$ cat config.mk
export PLATFORM = sky130hd
export DESIGN_NAME = hazard_scoreboard_unit
export DESIGN_NICKNAME = d
export VERILOG_FILES = /design/src/rtl/hazard_scoreboard_unit_pkg.sv /design/src/rtl/hazard_scoreboard_unit_entry.sv /design/src/rtl/hazard_scoreboard_unit.sv
export SDC_FILE = /design/constraint.sdc
export NUM_CORES = 1
export LEC_CHECK = 0
export CAP_MARGIN = 30
export CORE_MARGIN = 2
export CORE_UTILIZATION = 65
export CTS_BUF_LIST = sky130_fd_sc_hd__clkbuf_2
export DETAILED_ROUTE_END_ITERATION = 10
export PLACE_DENSITY = 0.95
export SLEW_MARGIN = 20
export SYNTH_ARGS = -nofsm -noshare
export SYNTH_HDL_FRONTEND = slang
export SYNTH_SLANG_ARGS = --single-unit
$ cat constraint.sdc
create_clock -name clk -period 12.7 [get_ports clk]
set_input_delay 2.54 -clock clk [delete_from_list [all_inputs] [get_ports clk]]
set_output_delay 2.54 -clock clk [all_outputs]
set_load 0.01 [all_outputs]
$ cat src/rtl/hazard_scoreboard_unit_pkg.sv
// Shared latency defaults and stall-cause encodings for the hazard scoreboard.
package hazard_scoreboard_unit_pkg;

   localparam int DEF_LOAD_LAT = 1;
   localparam int DEF_MUL_LAT  = 5;

   localparam logic [1:0] STALL_CAUSE_NONE = 2'b00;
   localparam logic [1:0] STALL_CAUSE_RAW  = 2'b01;
   localparam logic [1:0] STALL_CAUSE_WAW  = 2'b10;
   localparam logic [1:0] STALL_CAUSE_BOTH = 2'b11;

endpackage

$ cat src/rtl/hazard_scoreboard_unit_entry.sv
// One scoreboard slot: down-counter of cycles until an in-flight result is usable.
module hazard_scoreboard_unit_entry #(
   parameter int CNT_W = 3
) (
   input  logic             clk,
   input  logic             reset,
   input  logic             load,
   input  logic [CNT_W-1:0] load_val,
   input  logic             dec,
   output logic [CNT_W-1:0] cnt,
   output logic             nz
);

   assign nz = |cnt;

   // A new issue to this register replaces whatever countdown was in flight.
   always_ff @(posedge clk) begin
      if (reset)
         cnt <= '0;
      else if (load)
         cnt <= load_val;
      else if (dec && nz)
         cnt <= cnt - CNT_W'(1);
   end

endmodule

$ cat src/rtl/hazard_scoreboard_unit.sv
// RAW/WAW stall generation for the ID stage from a per-register countdown scoreboard.
module hazard_scoreboard_unit
   import hazard_scoreboard_unit_pkg::*;
#(
   parameter int NUM_REGS    = 32,
   parameter int REG_ADDR_W  = 5,
   parameter int LOAD_LAT    = DEF_LOAD_LAT,
   parameter int MUL_LAT     = DEF_MUL_LAT,
   parameter int CNT_W       = 3,
   parameter int STALL_CNT_W = 16
) (
   input  logic                   clk,
   input  logic                   reset,
   input  logic                   id_valid_in,
   input  logic [REG_ADDR_W-1:0]  id_reg_a_addr_in,
   input  logic                   id_reg_a_used_in,
   input  logic [REG_ADDR_W-1:0]  id_reg_b_addr_in,
   input  logic                   id_reg_b_used_in,
   input  logic [REG_ADDR_W-1:0]  id_reg_dest_addr_in,
   input  logic                   id_reg_dest_wr_in,
   input  logic                   id_is_load_in,
   input  logic                   id_is_mul_in,
   input  logic                   pipe_freeze_in,
   input  logic                   flush_in,
   output logic                   stall_out,
   output logic [1:0]             stall_cause_out,
   output logic                   busy_out,
   output logic [STALL_CNT_W-1:0] stall_cycles_out
);

   logic [CNT_W-1:0]    cnt [NUM_REGS];
   logic [NUM_REGS-1:0] nz;
   logic [CNT_W-1:0]    new_lat;
   logic                raw, waw, issue, sb_write;

   assign cnt[0] = '0;
   assign nz[0]  = 1'b0;

   for (genvar r = 1; r < NUM_REGS; r++) begin : g_entry
      hazard_scoreboard_unit_entry #(.CNT_W(CNT_W)) u_entry (
         .clk      (clk),
         .reset    (reset),
         .load     (sb_write && (id_reg_dest_addr_in == REG_ADDR_W'(r))),
         .load_val (new_lat),
         .dec      (!pipe_freeze_in),
         .cnt      (cnt[r]),
         .nz       (nz[r])
      );
   end

   assign new_lat = id_is_mul_in  ? CNT_W'(MUL_LAT)  :
                    id_is_load_in ? CNT_W'(LOAD_LAT) : '0;

   assign raw = id_valid_in &&
                ((id_reg_a_used_in && (id_reg_a_addr_in != '0) && (cnt[id_reg_a_addr_in] != '0)) ||
                 (id_reg_b_used_in && (id_reg_b_addr_in != '0) && (cnt[id_reg_b_addr_in] != '0)));

   // A younger write may not land before an older one to the same register.
   assign waw = id_valid_in && id_reg_dest_wr_in && (id_reg_dest_addr_in != '0) &&
                (cnt[id_reg_dest_addr_in] > new_lat);

   assign stall_out = (raw || waw) && !flush_in;
   assign issue     = id_valid_in && !stall_out && !flush_in && !pipe_freeze_in;
   assign sb_write  = issue && id_reg_dest_wr_in && (id_reg_dest_addr_in != '0) && (new_lat != '0);
   assign busy_out  = |nz;

   always_comb begin
      stall_cause_out = STALL_CAUSE_NONE;
      if (!flush_in) begin
         if (raw && waw)
            stall_cause_out = STALL_CAUSE_BOTH;
         else if (raw)
            stall_cause_out = STALL_CAUSE_RAW;
         else if (waw)
            stall_cause_out = STALL_CAUSE_WAW;
      end
   end

   always_ff @(posedge clk) begin
      if (reset)
         stall_cycles_out <= '0;
      else if (stall_out && !pipe_freeze_in && !(&stall_cycles_out))
         stall_cycles_out <= stall_cycles_out + STALL_CNT_W'(1);
   end

endmodule

# Word-level counts from Yosys, hierarchy flattened
# Index checks and enable logic that the tools add are counted.
# op_classes
addsub	32
n_lt_le_gt_ge	4
n_eq_ne	31
n_mux	77
bitwise_logic	3
n_reduce_logical	156
# ops
cell	n
3-bit two-way mux	69
3-bit OR reduction	31
93-bit OR reduction	1
3-bit by 1-bit subtractor with 3-bit output, second input constant	31
5-bit equality test, second input constant	16
1-bit logical AND	80
2-bit nonzero test	31
3-bit binary-select mux with 5-bit select	3
5-bit by 4-bit equality test with 1-bit output, second input constant	8
5-bit by 3-bit equality test with 1-bit output, second input constant	4
6-bit greater-or-equal comparator, second input constant	3
5-bit NOT with 6-bit output	3
16-bit by 1-bit adder with 16-bit output, second input constant	1
16-bit AND reduction	1
5-bit nonzero test	3
5-bit by 2-bit equality test with 1-bit output, second input constant	2
3-bit nonzero test	3
2-bit two-way mux	4
5-bit by 1-bit equality test with 1-bit output, second input constant	1
1-bit zero test	4
3-bit greater-than comparator	1
1-bit logical OR	2
1-bit two-way mux	1
# totals
register_bits	109
inputBits	25
out_inout_bits	20
elab_cells	335

# Depth between registers and ports, before layout
# depth
ltp_word	19
mapped_depth	20
ltp_nobuf	16

# Modules after synthesis
# Synthesis repeated with hierarchy kept, for this count alone.
# hier_totals
hier_cells	1049
hier_area_um2	9530.4
# modules_own_cells
mod	n_inst	cells_each	area_each_um2	seq_area_each_um2
hazard_scoreboard_unit_entry	31	21	205.2	60.1
hazard_scoreboard_unit	1	398	3169.3	320.3

# Worst setup path before layout
# OpenSTA, ideal clock, no wires.
# synth_path
kind	input port to output port
from	input port id_reg_dest_addr_in[0]
to	output port stall_out
arrival_ps	6108
required_ps	10160
setup_slack_ps	4052
cell_stages	13
n_path_buf	3
path_cell_list	buf_2 buf_6 buf_1 mux4_2 mux4_2 mux2_2 ha_1 nand2_1 a21oi_1 nand4_1 o211ai_1 nor2_1 or2_2
# synth_via
elab_chain_cells	8
elab_cells_between_ends	10
cone_classes	order compare (1); mux (3); bitwise (1); reduce/logical (5)
# synth_lines
item	line	text
from (decl)	hazard_scoreboard_unit.sv:19	input logic [REG_ADDR_W-1:0] id_reg_dest_addr_in,
5-bit NOT with 6-bit output (not written as such)	hazard_scoreboard_unit.sv:60	(cnt[id_reg_dest_addr_in] > new_lat);
3-bit binary-select mux with 5-bit select	hazard_scoreboard_unit.sv:60	
3-bit two-way mux (not written as such) (2 in a row)	hazard_scoreboard_unit.sv:60	
3-bit greater-than comparator	hazard_scoreboard_unit.sv:60	
1-bit logical AND (*)	hazard_scoreboard_unit.sv:59	assign waw = id_valid_in && id_reg_dest_wr_in && (id_reg_dest_addr_in != '0) &&
1-bit logical OR (*)	hazard_scoreboard_unit.sv:62	assign stall_out = (raw || waw) && !flush_in;
1-bit logical AND (*)	hazard_scoreboard_unit.sv:62	
to (decl)	hazard_scoreboard_unit.sv:25	output logic stall_out,
# Mark *: on every way between the ends. The rest lies on a longest branch, timed or not. The select of a mux whose other input is x is not followed.

# Final worst setup path
# layout_path
from	input port id_reg_dest_addr_in[1]
to	output port stall_out
# Same word-level chain as after synthesis.

==> out/qor.csv <==
metric;value;unit
run status;completed;
worst slew pin tran;1040;ps
chip height;116;um
DRC;0;
die area;13400;sq um
largest net degree at the start of global routing;63;
Worst EP arrival;6790;ps
critical path class;in -> out;
Gate Count Post-Synth;995;
Final min period;9330;ps
Max Cap Viol;0;
share of power burned in combinational logic;0.547;
Clock Skews;34.7;ps
Core Region;12100;sq um
post-route ant nets;0;
Post-synth EDFFs;0;
Die W;116;um
vias per cell;6.50;
WL/cell;19.4;um
Synth Net Count;1085;
Cell Chain, Critical Path;clkdlybuf4s50_1 -> buf_4 -> mux4_2 -> mux4_2 -> mux2_2 -> ha_1 -> nand2_1 -> a21oi_1 -> nand4_1 -> o211ai_1 -> nor2_1 -> or2_2 -> clkdlybuf4s50_1;
worst skew pair latency;680;ps
vias in the first global route;7463;
Critical Path RT;10160;ps
PwrDens;210;nW/um^2
post-CTS setup buffers;0;
Tot Pwr;1840;uW
critical path peak fanout;37;
Synth cell types;62;
Root Driver;clkbuf_2;
endpoints failing hold;0;
CP peak stage delay;590;ps
# nets final;1096;
FF+latch count, synth;109;
relative slew slack;0.300;
switch share;0.458;
P_leak;0.00315;uW
first-pass GRT wire length;37000;um
power share of the clock group;0.102;
PortBufs;44;
1st-iter DRT viols;803;
Flop pwr share;0.350;
share of cells above drive strength 1;0.0781;
Overflow after GRT;0;
TritonCTS buffer count;9;
slowest cell on the critical path;nor2_1;
Routed WL;22900;um
setup violators final;0;
cts repair resizes;0;
P_sw;842;uW
fmax;107;MHz
CTS tree;built;
final RePlAce weighted congestion;1.05;
CTS Sinks;109;
Initial Util;0.672;
FP Rows;40;
Ant. Diodes;0;
Setup TNS;0;ps
CP Capture Type;output pin;
Slew Viols, Final;0;
crit start category;input port;
Int Pwr;998;uW
antenna violations before repair;0;
hpwl dp;16600;um
Final period util;0.735;
Post-synth top flop;dfxtp_1;
Worst VDD drop;0.118;mV
clock slew seen by the registers of the worst setup and hold paths;290;ps
GRT Util Overall;0.356;
area grow syn2layout;7.92;%
Yosys Warn Count;0;
CTS Hold Bufs;0;
drt pass-1 iters;7;
cell area after synthesis;8140;sq um
Async SR Flop Fraction;0;
R2R Setup Slk;8300;ps
syn_area_per_cell;8.18;sq um
via count;7663;
io pins;45;
clock tree buffer depth;2;
Hold Path Class;reg -> reg;
# H-tree levels;3;
RSZ-0062 raised after global routing;false;
sequential area share after synthesis;0.268;
[cells in the mapped netlist, drive strengths merged (4+ instances only)]
cell type,number,share of area
nand4,9,0.0069
buf,24,0.018
clkbuf,29,0.013
nor2,113,0.052
a2111oi,4,0.0043
mux4,34,0.094
nor3,51,0.032
nor2b,30,0.023
mux2,4,0.0055
nor4b,10,0.012
dfxtp,109,0.27
inv,96,0.044
o311ai,4,0.0043
nand2b,7,0.0054
a311oi,5,0.0054
mux2i,25,0.031
ha,65,0.10
and3b,6,0.0065
nor4,14,0.013
nand2,65,0.030
xnor2,33,0.036
a211oi,26,0.025
o21ai,44,0.028
nor3b,13,0.012
or3,8,0.0062
nand3,30,0.019
o211ai,10,0.0098
and2,7,0.0054
and4,6,0.0065
a21oi,81,0.050
and3,8,0.0062
[cell usage in the layout (no fill, tap or decap), drive strengths merged, types with 3 or more instances in the layout]
| master | netlist | layout |
|---|---|---|
| nor2 | 113 | 113 |
| dfxtp | 109 | 109 |
| inv | 96 | 97 |
| a21oi | 81 | 81 |
| nand2 | 65 | 65 |
| ha | 65 | 65 |
| nor3 | 51 | 51 |
| o21ai | 44 | 44 |
| clkdlybuf4s50 | 0 | 41 |
| mux4 | 34 | 34 |
| xnor2 | 33 | 33 |
| nor2b | 30 | 30 |
| nand3 | 30 | 30 |
| a211oi | 26 | 26 |
| mux2i | 25 | 25 |
| nor4 | 14 | 14 |
| nor3b | 13 | 13 |
| buf | 24 | 12 |
| o211ai | 10 | 10 |
| nor4b | 10 | 10 |
| nand4 | 9 | 9 |
| clkbuf | 29 | 9 |
| or3 | 8 | 8 |
| and3 | 8 | 8 |
| nand2b | 7 | 7 |
| and2 | 7 | 7 |
| and3b | 6 | 6 |
| and4 | 6 | 6 |
| a311oi | 5 | 5 |
| mux2 | 4 | 4 |
| a2111oi | 4 | 4 |
| o311ai | 4 | 4 |
| xor2 | 3 | 3 |
| clkinv | 1 | 3 |
| o2111ai | 3 | 3 |
[cells by family after synthesis]
| family | count (synthesis) | share of synthesized area |
|---|---|---|
| simple gates | 383 | 0.242 |
| flops | 109 | 0.268 |
| xor+xnor | 36 | 0.0388 |
| compound gates | 189 | 0.145 |
| buf+inv | 150 | 0.0758 |
| fa+ha+maj | 65 | 0.100 |
| mux | 63 | 0.130 |
[final cells by class]
| type | instances | area [sq um] |
|---|---|---|
| repair buffers | 53 | 543 |
| inverters | 97 | 364 |
| multi-input cells | 736 | 5340 |
| clock inverters | 7 | 98.8 |
| clock buffers | 9 | 45.0 |
| well taps | 168 | 210 |
| flip-flops and latches | 109 | 2180 |
| fillers | 942 | 3330 |
[registers in the layout, indices dropped and copies added (netlist names)]
name and count:
stall_cycles_out 16, g_entry.u_entry.cnt 93
[per-stage QoR]
| step | std cells | hold WS, ps | setup slack (ps) | area [sq um] | util |
|---|---|---|---|---|---|
| final | 1179 | 529 | 3370 | 8780 | 0.725 |
| after floorplan | 995 | 512 | 4050 | 8140 | - |
| after global placement | 1158 | 497 | 3490 | 8550 | 0.706 |
| after detailed placement | 1161 | 503 | 3440 | 8590 | 0.710 |
| after CTS | 1177 | 532 | 3420 | 8740 | 0.721 |
| after global routing | 1179 | 556 | 3210 | 8780 | 0.725 |
[routing by layer]
| layer | global-route usage | vias to the layer above | share of wire |
|---|---|---|---|
| li1 | - | 3552 | - |
| met1 | 0.433 | 3506 | 0.38 |
| met2 | 0.566 | 484 | 0.45 |
| met3 | 0.118 | 121 | 0.12 |
| met4 | 0.179 | 0 | 0.050 |
| met5 | 0.00741 | - | 0 |
[worst max-delay path, delay by kind of cell]
family,cells,cell delay (ps)
multiplexers,3,1330
AO/OA/AOI/OAI,2,210
adder cells (fa/ha/maj),1,290
buffers and inverters,3,1360
AND/OR/NAND/NOR,4,1050
[worst paths after layout]
kind                              startpoint                   endpoint  cells after the start
hold / removal           stall_cycles_out[9]        stall_cycles_out[9]                      2
setup / recovery      id_reg_dest_addr_in[1]                  stall_out                     13
setup reg to reg  g_entry[27].u_entry.cnt[2]  g_entry[9].u_entry.cnt[2]                     13
hold reg to reg          stall_cycles_out[9]        stall_cycles_out[9]                      2
[power groups by stage]
stage | Clock [uW] | Sequential, uW | Combinational (uW)
6_report | 189 | 644 | 1010
5_1_grt | 203 | 653 | 1140
4_1_cts | 190 | 632 | 985
3_5_place_dp | 0 | 641 | 973
3_3_place_gp | 0 | 633 | 924
2_1_floorplan | 0 | 570 | 777
No activity file was read; power rests on OpenSTA's default activity.
==> edit 1 (same flow settings) <==
The parameter `NUM_REGS` goes from 32 to 16.
--- a/src/rtl/hazard_scoreboard_unit.sv
+++ b/src/rtl/hazard_scoreboard_unit.sv
@@ -4,3 +4,3 @@
 #(
-   parameter int NUM_REGS    = 32,
+   parameter int NUM_REGS    = 16,
    parameter int REG_ADDR_W  = 5,
Function: changed (Yosys sat finds a counterexample within 4 cycles, from zero or initial values and one cycle with reset high).
==> edit 1 against the original RTL <==
  * Count of clock-buffer cells in the layout up 1
  * Power shrank 44%
  * Setup slack improved by 210 ps
  * Combinational power decreased by 48%
  * Largest cell class unchanged
  * Hold slack worse by 2.4 ps
  * Sequential cell count is 48 lower
  * Synthesized cell count down 45%
  * Wire length decreased by 46%
  * Utilization grew 2.9 points
  * Cell area down 42%
  * Area after synthesis is 45% lower
==> edit 1: results (changes against the original RTL) <==
| Metric | Value |
|---|---|
| Met2 Track Usage GR | 0.5205 (-0.04561) |
| Met3 GRT Util | 0.07238 (-0.04530) |
| P_sw | 0.4505 mW (-46%) |
| Final WL | 12.32 mm (-46%) |
| CP Max Fanout | 31 (-16%) |
| Nets | 642 (-41%) |
| Wire length of the first global-routing pass | 19.77 mm (-47%) |
| Slew HR | 0.4732 (+0.1734) |
| Vias | 4,486 (-41%) |
| CTS clk-pin slew, worst paths | 200 ps (-90 ps) |
| Endpoint of the worst register-to-register path | g_entry[13].u_entry.cnt[2] |
| Total track usage | 0.3353 (-0.02060) |
| Number of library cell types mapped by synthesis | 56 (-9.7%) |
| Peak supply drop | 0.0001253 V (+6.2%) |
| Fill count | 485 (-49%) |
| Hold EP | stall_cycles_out[5] |
| Critical Path AT | 6590 ps (-200 ps) |
| Largest net degree at the start of global routing | 45 (-29%) |
| Routability cong. | 0.9911 (-5.4%) |
| Top flop regs | g_entry.u_entry.cnt x45, stall_cycles_out x16 |
| Post-synthesis sequential area ratio | 0.2740 (+0.005819) |
| Syn Nets | 610 (-44%) |
| Final hold slack | 526.1 ps (-2.401 ps) |
| DRT iter0 DRCs | 666 (-17%) |
| Top cells by count, synth | 61 x dfxtp_1, 58 x inv_1, 47 x nor2_1 |
| Max Clock Skew | 24.87 ps (-9.877 ps) |
| Vias in the first global route | 4,235 (-43%) |
| Hold path start | stall_cycles_out[5] |
| CTS root buf | clkbuf_2 |
| Status | complete, no violations |
| Met1 usage in global routing | 0.4299 (-0.003593) |
| R2R cell count | 9 (-4) |
| Clk network pwr share | 0.163 (+0.061) |
| R2R setup slack | 9010 ps (+710 ps) |
[edit 1: cell types whose count changed after synthesis, sizes merged, moves of 25 or more]
cell | unedited run | this run
inv | 96 | 59
dfxtp | 109 | 61
a21oi | 81 | 38
nand2 | 65 | 31
ha | 65 | 33
nor2 | 113 | 47
a211oi | 26 | 1
mux4 | 34 | 9
[edit 1: layout make-up]
class                           instances  area [um^2]  share of cell area
Clock buffer                           10        50.05            0.009881
Clock inverter                          6        111.4             0.02199
Inverter                               59        221.5             0.04373
Multi-Input combinational cell        408         2910              0.5746
Sequential cell                        61         1221              0.2411
Tap cell                               80        100.1             0.01976
Timing Repair Buffer                   45        450.4             0.08893
[edit 1: how the worst max path moves through the flow]
stage	from	endpoint	slack, ps	depth (start not counted)
2_1_floorplan	id_reg_dest_addr_in[1]	stall_out	4730	12
3_3_place_gp	id_reg_dest_addr_in[1]	stall_out	3470	10
3_5_place_dp	id_reg_dest_addr_in[1]	stall_out	3410	10
4_1_cts	id_reg_dest_addr_in[1]	stall_out	3410	10
5_1_grt	id_reg_dest_addr_in[0]	stall_out	3400	11
6_report	id_reg_dest_addr_in[0]	stall_out	3570	11
[edit 1: cell families after synthesis]
group / synth area share
AO/OA/AOI/OAI: 0.1572
XOR/XNOR: 0.02948
adder cells (fa/ha/maj): 0.09265
buffers and inverters: 0.07299
flip-flops: 0.2740
multiplexers: 0.1109
AND/OR/NAND/NOR: 0.2628
[edit 1: routing by layer]
| layer | wire, um | vias up |
|---|---|---|
| met3 | 1225 | 67 |
| li1 | - | 2068 |
| met2 | 5605 | 249 |
| met4 | 620 | 0 |
| met5 | 0 | - |
| met1 | 4865 | 2102 |
[edit 1: critical path: stages]
cell,delay [ps]
clkdlybuf4s50_1,950
mux4_2,590
mux4_2,460
inv_1,80
ha_1,220
a22oi_1,240
nand3b_1,160
o2111ai_2,150
o211a_4,290
inv_2,270
clkdlybuf4s50_1,600
[edit 1: power groups by stage]
| stage | combinational [mW] | sequential, mW | clock [mW] |
|---|---|---|---|
| global placement | 0.467 | 0.328 | 0 |
| finish | 0.521 | 0.335 | 0.167 |
| floorplan | 0.392 | 0.302 | 0 |
| global route | 0.589 | 0.340 | 0.175 |
| detailed placement | 0.508 | 0.333 | 0 |
| CTS | 0.511 | 0.328 | 0.166 |
[edit 1: per-stage QoR]
step	cells	area, um^2	setup slack, ps
global placement	652	4888	3466
floorplan	552	4457	4733
CTS	668	5050	3406
global route	669	5065	3399
finish	669	5065	3574
detailed placement	652	4888	3412
==> edit 2 (same flow settings) <==
Made on the original files. Make the reset (`reset`) asynchronous in 2 clocked blocks.
--- a/src/rtl/hazard_scoreboard_unit_entry.sv
+++ b/src/rtl/hazard_scoreboard_unit_entry.sv
@@ -16,3 +16,3 @@
    // A new issue to this register replaces whatever countdown was in flight.
-   always_ff @(posedge clk) begin
+   always_ff @(posedge clk or posedge reset) begin
       if (reset)
--- a/src/rtl/hazard_scoreboard_unit.sv
+++ b/src/rtl/hazard_scoreboard_unit.sv
@@ -78,3 +78,3 @@
 
-   always_ff @(posedge clk) begin
+   always_ff @(posedge clk or posedge reset) begin
       if (reset)
Check against the original RTL: not equivalent (a bounded check fails within 4 cycles, from zero or initial values and one cycle with reset high; the reset may be asserted at any time).
==> edit 2 against the original RTL <==
  * Sequential power rose by 15%
  * Cell area increased by 2.9%
  * Setup slack got worse by 1300 ps
  * Non-clock buffer count up 1
  * Register-to-register slack worse by 220 ps
  * Synthesized cell count is 5.9% lower
  * Sequential cell count stayed put
  * Clock power is 19% lower
  * Wire length is 1.6% higher
  * Global-route usage decreased by 1.1 points
  * Combinational power shrank 17%
  * Power is 5.9% lower
  * Area after synthesis is 3.1% higher
==> edit 2: results (changes against the original RTL) <==
| Metric | Value |
|---|---|
| Worst Setup SP | id_reg_dest_addr_in[0] |
| Post-synthesis sequential area ratio | 0.3250 (+0.05685) |
| Fill count | 930 (-1.3%) |
| Initial antenna violation count | 1 (+1) |
| Setup slack after layout | 2099 ps (-1267 ps) |
| R2R cell count | 11 (-2) |
| CP max stage cell | clkdlybuf4s50_1 |
| Slowest stage delay, CP | 690 ps (+100 ps) |
| Ratio of cells with drive above 1 in the final layout | 0.07404 (-0.004105) |
| R2R setup slack | 8080 ps (-220 ps) |
| Largest net degree at the start of global routing | 57 (-9.5%) |
| Number of library cell types mapped by synthesis | 70 (+13%) |
| Status | complete, no violations |
| Drt first pass iters | 8 (+1) |
| Ys flop type | dfrtp_1 |
| Final WL | 23.28 mm (+1.6%) |
| CP Max Fanout | 47 (+27%) |
| Worst R2R Start | g_entry[14].u_entry.cnt[2] |
| Non-Filler Instances | 1,132 (-4.0%) |
| Routability cong. | 0.9946 (-5.1%) |
| CTS root buf | clkbuf_2 |
| Static leakage | 4.380 nW (+39%) |
| Wire length of the first global-routing pass | 37.86 mm (+2.3%) |
| DRT iter0 DRCs | 1,015 (+26%) |
| Syn Nets | 1,026 (-5.4%) |
| Async SR Flop Fraction | 1.000 (+1.000) |
| Vias in the first global route | 7,458 (-0.067%) |
| Hold depth | 1 (-1) |
| Worst-margin pin slew | 899.3 ps (-143.2 ps) |
| Mapped Cells | 936 (-5.9%) |
| Vias | 7,727 (+0.84%) |
| Peak supply drop | 0.0001381 V (+17%) |
| Sw frac | 0.4661 (+0.008571) |
| Critical Path AT | 8060 ps (+1270 ps) |
==> edit 2: layout make-up <==
| cell class | count | share of cell area |
|---|---|---|
| tap | 172 | 0.02381 |
| antenna | 1 | 0.0002769 |
| clock inverter | 6 | 0.004984 |
| sequential | 109 | 0.3018 |
| multi-input combinational | 672 | 0.5593 |
| clock buffer | 10 | 0.005538 |
| inverter | 108 | 0.04513 |
| timing repair buffer | 54 | 0.05912 |
==> edit 2: per-stage QoR <==
stage,cell area [um^2],total power [mW]
6_report,9037,1.732
4_1_cts,9007,1.703
2_1_floorplan,8392,1.290
5_1_grt,9037,1.875
3_5_place_dp,8912,1.551
3_3_place_gp,8901,1.486
==> edit 2: cells by family after synthesis <==
kind of cell,Yosys count,synth area share
buffers and inverters,155,0.07455
xor gates and xnor gates,46,0.04801
muxes,73,0.1252
AOI/OAI and AO/OA,179,0.1473
and+or+nand+nor,309,0.1829
adders and majority gates,65,0.09691
DFF,109,0.3250
==> edit 2: worst min-delay path by stage <==
stage	start	endpoint
after floorplan	g_entry[15].u_entry.cnt[0]	g_entry[15].u_entry.cnt[0]
after global placement	stall_cycles_out[12]	stall_cycles_out[12]
after detailed placement	stall_cycles_out[6]	stall_cycles_out[6]
after CTS	stall_cycles_out[6]	stall_cycles_out[6]
after global routing	stall_cycles_out[6]	stall_cycles_out[6]
final	stall_cycles_out[12]	stall_cycles_out[12]
==> edit 2: routing by layer <==
layer	wire length, um	vias up	global-route usage
met4	1070	0	0.1514
met1	8828	3661	0.4501
met5	0	-	0
met2	10580	568	0.5367
li1	-	3378	-
met3	2801	120	0.09981
==> edit 2: power by group through the flow <==
stage	Combinational, mW	Clock (mW)	Sequential [mW]
2_1_floorplan	0.649	0	0.641
3_3_place_gp	0.762	0	0.724
3_5_place_dp	0.821	0	0.730
4_1_cts	0.826	0.155	0.723
5_1_grt	0.949	0.171	0.755
6_report	0.837	0.154	0.741
